--- src/rtl/instr_fetch_unit.sv ---
// instr_fetch_unit: sequential instruction fetch from a one-cycle-latency RAM
// through a credit-limited prefetch FIFO, with branch redirect and flush.
module instr_fetch_unit #(
    parameter int ADDR_WIDTH = 8,
    parameter int DATA_WIDTH = 32,
    parameter logic [ADDR_WIDTH-1:0] BOOT_ADDR = '0,
    parameter int FIFO_DEPTH = 2
) (
    input  logic                    clk,
    input  logic                    rst_i,
    output logic                    mem_en_o,
    output logic [ADDR_WIDTH-1:0]   mem_addr_o,
    output logic                    mem_we_o,
    output logic [DATA_WIDTH/8-1:0] mem_be_o,
    output logic [DATA_WIDTH-1:0]   mem_wdata_o,
    input  logic [DATA_WIDTH-1:0]   mem_rdata_i,
    output logic                    instr_valid_o,
    output logic [DATA_WIDTH-1:0]   instr_rdata_o,
    output logic [ADDR_WIDTH-1:0]   instr_addr_o,
    input  logic                    instr_ready_i,
    input  logic                    branch_i,
    input  logic [ADDR_WIDTH-1:0]   branch_addr_i
);
    localparam int PW = $clog2(FIFO_DEPTH);
    localparam int CW = $clog2(FIFO_DEPTH + 1);

    logic [DATA_WIDTH-1:0] data_q [FIFO_DEPTH];
    logic [ADDR_WIDTH-1:0] addr_q [FIFO_DEPTH];
    logic [PW-1:0]         rd_ptr, wr_ptr;
    logic [CW-1:0]         count;
    logic                  inflight;
    logic [ADDR_WIDTH-1:0] fetch_pc, req_addr;
    logic [CW:0]           occ;
    logic                  pop, push, issue;

    function automatic logic [PW-1:0] nxt(input logic [PW-1:0] p);
        return (p == PW'(FIFO_DEPTH - 1)) ? '0 : p + PW'(1);
    endfunction

    assign mem_we_o    = 1'b0;
    assign mem_be_o    = '1;
    assign mem_wdata_o = '0;

    assign pop   = instr_valid_o & instr_ready_i;
    // Credits cover both buffered words and the word still returning from RAM.
    assign occ   = (CW+1)'(count) + (CW+1)'(inflight) - (CW+1)'(pop);
    assign issue = !rst_i && (occ < (CW+1)'(FIFO_DEPTH));

    assign mem_en_o   = !rst_i && (issue || branch_i);
    assign mem_addr_o = rst_i ? BOOT_ADDR :
                        branch_i ? (branch_addr_i & ~ADDR_WIDTH'(3)) : fetch_pc;

    // A response arriving in a branch cycle belongs to the old stream.
    assign push = inflight & !branch_i;

    assign instr_valid_o = !rst_i && (count != '0);
    assign instr_rdata_o = rst_i ? '0 : data_q[rd_ptr];
    assign instr_addr_o  = rst_i ? BOOT_ADDR : addr_q[rd_ptr];

    always_ff @(posedge clk) begin
        if (rst_i) begin
            count    <= '0;
            rd_ptr   <= '0;
            wr_ptr   <= '0;
            inflight <= 1'b0;
            fetch_pc <= BOOT_ADDR;
            req_addr <= BOOT_ADDR;
        end else begin
            inflight <= mem_en_o;
            if (mem_en_o) begin
                fetch_pc <= mem_addr_o + ADDR_WIDTH'(4);
                req_addr <= mem_addr_o;
            end
            if (branch_i) begin
                count  <= '0;
                rd_ptr <= '0;
                wr_ptr <= '0;
            end else begin
                count <= count + CW'(push) - CW'(pop);
                if (push) wr_ptr <= nxt(wr_ptr);
                if (pop) rd_ptr <= nxt(rd_ptr);
            end
        end
    end

    always_ff @(posedge clk) begin
        if (!rst_i && push) begin
            data_q[wr_ptr] <= mem_rdata_i;
            addr_q[wr_ptr] <= req_addr;
        end
    end
endmodule

--- config.mk ---
export PLATFORM = sky130hd
export DESIGN_NAME = instr_fetch_unit
export DESIGN_NICKNAME = d
export VERILOG_FILES = /design/src/rtl/instr_fetch_unit.sv
export SDC_FILE = /design/constraint.sdc
export NUM_CORES = 1
export LEC_CHECK = 0
export CAP_MARGIN = 25
export CORE_UTILIZATION = 30
export CTS_CLUSTER_DIAMETER = 100
export DETAILED_ROUTE_END_ITERATION = 8
export SLEW_MARGIN = 20
export SYNTH_ARGS = -nofsm -noshare
export SYNTH_HDL_FRONTEND = slang
export SYNTH_SLANG_ARGS = --single-unit
--- constraint.sdc ---
create_clock -name clk -period 10.8 [get_ports clk]
set_clock_uncertainty 0.1 [all_clocks]
set_input_delay 2.16 -clock clk [delete_from_list [all_inputs] [get_ports clk]]
set_output_delay 2.16 -clock clk [all_outputs]
set_load 0.005 [all_outputs]
# After elaboration in Yosys (flattened, before gate mapping)
# Memories as Yosys holds them, arrays and structs flattened. A register that Yosys moved wholly into a read port is not among the register bits.
# Index checks and enable logic that the tools add are counted.
# totals
reg_bits	21
ram_bits	80
output_inout_bits	87
memories	2
# memory_table
name	words	word_bits	read_ports	rd_clocked_by_memory_dff	write_ports	line	rtl
data_q	2	32	1	1	1	27	logic [DATA_WIDTH-1:0] data_q [FIFO_DEPTH];
addr_q	2	8	1	1	1	28	logic [ADDR_WIDTH-1:0] addr_q [FIFO_DEPTH];
# op_classes
add_sub_neg	7
order_cmp	1
muxes	12
n_bitwise	2
reduce_logical	9
# op_table
operator	n
$mux W32	1
$mux W8	3
$add A8 B3 Y8 const B	1
$mux W1	8
$logic_and A1 B1 Y1	4
$add A2 B1 Y3	1
$lt A3 B2 Y1 const B	1
$sub A3 B1 Y3	1
$add A1 B1 Y1 const B	2
$add A2 B1 Y2	1
$and A1 B1 Y1	2
$logic_not A1 Y1	2
$reduce_bool A2 Y1	1
$reduce_or A2 Y1	1
$sub A2 B1 Y2	1
$logic_or A1 B1 Y1	1

# Logic depth before layout (Yosys ltp)
# depth
depth_word	8
mapped_depth	10
mapped_depth_nobuf	9

# Worst setup path before layout
# Ideal clock, no wire load.
# synth_path
kind	input-to-output
from	input port rst_i
to	output port mem_en_o
arrival_time_ps	3851
t_required_ps	8540
setup_slack_ps	4689
stages	8
path_buffers	0
path_cell_list	o21ba_2 -> and2_1 -> ha_1 -> nand2b_1 -> fa_1 -> xnor2_1 -> a21oi_2 -> nor2_1
# synth_via
elab_chain_cells	8
# synth_lines
item	line	rtl
from (decl)	10	input logic rst_i,
$logic_not A1 Y1	56	assign instr_valid_o = !rst_i && (count != '0);
$logic_and A1 B1 Y1	56	
$and A1 B1 Y1	44	assign pop = instr_valid_o & instr_ready_i;
named net pop	34	logic pop, push, issue;
$sub A3 B1 Y3	46	assign occ = (CW+1)'(count) + (CW+1)'(inflight) - (CW+1)'(pop);
$lt A3 B2 Y1	47	assign issue = !rst_i && (occ < (CW+1)'(FIFO_DEPTH));
$logic_and A1 B1 Y1	47	
$logic_or A1 B1 Y1	49	assign mem_en_o = !rst_i && (issue || branch_i);
$logic_and A1 B1 Y1	49	
to (decl)	11	output logic mem_en_o,
# The timed path passes the listed nets, and every way through them passes these cells.

# Final worst setup path
# Ends and elaborated chain as after synthesis.

==> flow_metrics.py <==
metrics = {
    "die": {
        "die_w_um": 121.7,
        "start_util_pct": 30.85,
        "fp-row-count": 43,
        "fp.coreArea_mm2": 0.01393,
        "die_y_um": 121.7,
        "die-area_mm2": 0.01481,
        "io_pins": 131,
    },
    "timing": {
        "min_period_ns": 7.546,
        "finalSetupViolations": 0,
        "max_slew_margin_pct": 48.71,
        "fin_setup_tns_ns": 0,
        "tightest_slew_ns": 0.7669,
        "hold_violations": 0,
        "fmax_ghz": 0.1325,
        "holdWs_ns": 0.3545,
        "drv_slew": 0,
        "period_share_pct": 69.87,
        "rsz0062_at_grt": "no",
    },
    "yosys": {
        "ys.warnings.count": 0,
        "ys_types": 33,
        "synthesis.area_mm2": 0.004299,
        "ys_ff_latch": 100,
        "syn-instance-count": 321,
        "avgSynthCellArea_um2": 13.39,
        "yosysSeqAreaShare_pct": 65.19,
    },
    "clock_tree": {
        "numCtsBuffers": 9,
        "htree_levels": 3,
        "cts_hold_buffers": 0,
        "clkSinkCount": 100,
        "root_buffer": "clkbuf_16",
        "tritoncts": "built",
        "post_cts_buffers": 0,
        "clockBufferDepth": 2,
        "clk_pin_slew_ns": 0.07,
        "clkLatencyLatePin_ns": 0.34,
        "ctsResizeCount": 0,
    },
    "grt": {
        "grt.total_usage_pct": 10.83,
        "antenna_found_initial": 0,
        "met2_usage_pct": 18.47,
        "met1_usage_pct": 12.89,
        "use_met3_pct": 2.341,
        "grt_start_max_net_pins": 71,
        "busiest_layer": "met2",
        "grt_pass1_wl_mm": 12.02,
        "grt_overflow_total": 0,
        "grt_pass1_vias": 2436,
    },
    "place": {
        "dp_hpwl_mm": 4.736,
        "routabilityCongestion": 0.7384,
        "dp_cells": 578,
        "port_buffers": 91,
    },
    "layout": {
        "fin_cells": 595,
        "diodes": 0,
        "drive_above_1_share_pct": 6.747,
        "area_growth_pct": 28.46,
        "utilization_pct": 39.63,
        "mostFrequentLayoutCells": "clkdlybuf4s50_1 (90), edfxtp_1 (80), nor2_1 (54)",
        "final_common_cell": "clkdlybuf4s50_1",
        "nets": 459,
        "fillers": 1345,
    },
    "setup_path": {
        "worst-path-max-fanout": 70,
        "max_stage_delay_ns": 0.60,
        "crit_slowest_cell": "buf_4",
        "required_ns": 8.54,
        "critPathLaunchType": "input pin",
        "critPathKind": "in2out",
        "arrival_ns": 5.29,
        "crit_chain": "buf_2, buf_4, o21ba_2, and2_1, ha_1, nand2b_1, fa_1, xnor2_1, a21oi_2, nor2_1, clkdlybuf4s50_1",
        "crit_path_end_kind": "primary output",
    },
    "detailed_routing": {
        "first_pass_iters": 4,
        "drc": 0,
        "dr_total_vias": 2505,
        "wl_mm": 7.703,
        "viasPerCell": 4.210,
        "drt_first_iter_violations": 51,
        "wl_per_cell_um": 12.95,
        "ant_nets": 0,
    },
    "pwr": {
        "p_per_area_mw_per_mm2": 141.7,
        "irDropWorstVdd_v": 0.00006896,
        "p_leak_nw": 1.920,
    },
    "outcome": {
        "run_status": "finished clean",
    },
    "job": {
        "drv_cap": 0,
    },
    "hold_path": {
        "hold_class": "reg2reg",
    },
}
[layout make-up]
class / instances / area, um2 / share of cell area [%]
Sequential cell: 100 / 2804 / 50.77
Multi-Input combinational cell: 202 / 1271 / 23.02
Timing Repair Buffer: 95 / 955.9 / 17.31
Clock buffer: 10 / 229.0 / 4.146
Tap cell: 180 / 225.2 / 4.078
Clock inverter: 6 / 30.03 / 0.5437
Inverter: 2 / 7.507 / 0.1359
[through the flow]
step	total power, mW	setup slack, ns	instance area [um2]
global placement	0.5045	3.278	5236
CTS	0.7939	3.213	5495
detailed placement	0.5060	3.221	5236
finish	0.7827	3.254	5523
global route	0.8151	3.084	5523
floorplan	0.4770	4.689	4431
[critical path, delay by kind of cell]
kind | cells | cell delay, ns
simple gates | 3 | 0.44
compound gates | 2 | 0.71
xor+xnor | 1 | 0.16
fa+ha+maj | 2 | 0.66
buf+inv | 3 | 1.14
[power breakdown]
group | total, mW | internal (mW) | leakage [nW] | switching [mW]
registers | 0.430 | 0.425 | 0.901 | 0.00413
clock network | 0.286 | 0.154 | 0.134 | 0.132
logic | 0.0673 | 0.0364 | 0.885 | 0.0308
total | 0.783 | 0.616 | 1.92 | 0.167
[cells in the mapped netlist]
| cell | number | share of area, % |
|---|---|---|
| mux2i_1 | 46 | 11 |
| nand2b_1 | 2 | 0.29 |
| a21o_1 | 1 | 0.17 |
| xor2_1 | 1 | 0.20 |
| nand3b_1 | 1 | 0.17 |
| nor3b_1 | 1 | 0.17 |
| a21oi_1 | 8 | 0.93 |
| nand2_1 | 14 | 1.2 |
| ha_1 | 4 | 1.2 |
| buf_1 | 4 | 0.35 |
| xnor2_1 | 7 | 1.4 |
| nand3_1 | 2 | 0.23 |
| conb_1 | 2 | 0.17 |
| buf_6 | 1 | 0.26 |
| a211oi_1 | 3 | 0.52 |
| inv_1 | 2 | 0.17 |
| nor3_1 | 5 | 0.58 |
| nor4b_2 | 1 | 0.35 |
| nor4_1 | 1 | 0.15 |
| dfxtp_1 | 20 | 9.3 |
| fa_1 | 1 | 0.47 |
| nor2_1 | 54 | 4.7 |
| and2_1 | 6 | 0.87 |
| clkbuf_1 | 1 | 0.087 |
| edfxtp_1 | 80 | 56 |
| and3_1 | 1 | 0.15 |
| and4_1 | 1 | 0.20 |
| o21ba_2 | 1 | 0.23 |
| buf_2 | 8 | 0.93 |
| buf_4 | 38 | 6.6 |
| nand3b_4 | 1 | 0.47 |
| a211oi_2 | 2 | 0.58 |
| a21oi_2 | 1 | 0.20 |
[cell families after synthesis]
| logic type | synth area share [%] |
|---|---|
| AO/OA/AOI/OAI | 2.648 |
| multiplexers | 10.71 |
| adder cells (fa/ha/maj) | 1.630 |
| buffers and inverters | 8.440 |
| AND/OR/NAND/NOR | 9.575 |
| other | 0.1747 |
| XOR/XNOR | 1.630 |
| flip-flops | 65.19 |
[path summary, 6_finish.rpt]
kind / cells past startpoint / startpoint / end / slack [ns]
worst max register to register: 9 / count[1]$_SDFF_PP0_ / fetch_pc[7]$_SDFFE_PP0P_ / 7.98
worst min register to register: 0 / req_addr[7]$_SDFFE_PP0P_ / addr_q[1][7]$_DFFE_PP_ / 0.35
worst max-delay path: 11 / rst_i / mem_en_o / 3.25
worst min-delay path: 0 / req_addr[7]$_SDFFE_PP0P_ / addr_q[1][7]$_DFFE_PP_ / 0.35
[flip-flops by register name, indices dropped and copies added, names as in the netlist, named ones only]
| name | cells |
|---|---|
| addr_q | 16 |
| count | 2 |
| data_q | 64 |
| fetch_pc | 8 |
| inflight | 1 |
| rd_ptr | 1 |
| req_addr | 6 |
| wr_ptr | 1 |
[per-layer routing]
| metal | vias up | routed length (um) |
|---|---|---|
| li1 | 1236 | - |
| met2 | 85 | 3784 |
| met3 | 9 | 318 |
| met4 | 0 | 128 |
| met1 | 1175 | 3470 |
| met5 | - | 0 |
Note: power is estimated with default switching activity, not from simulation.
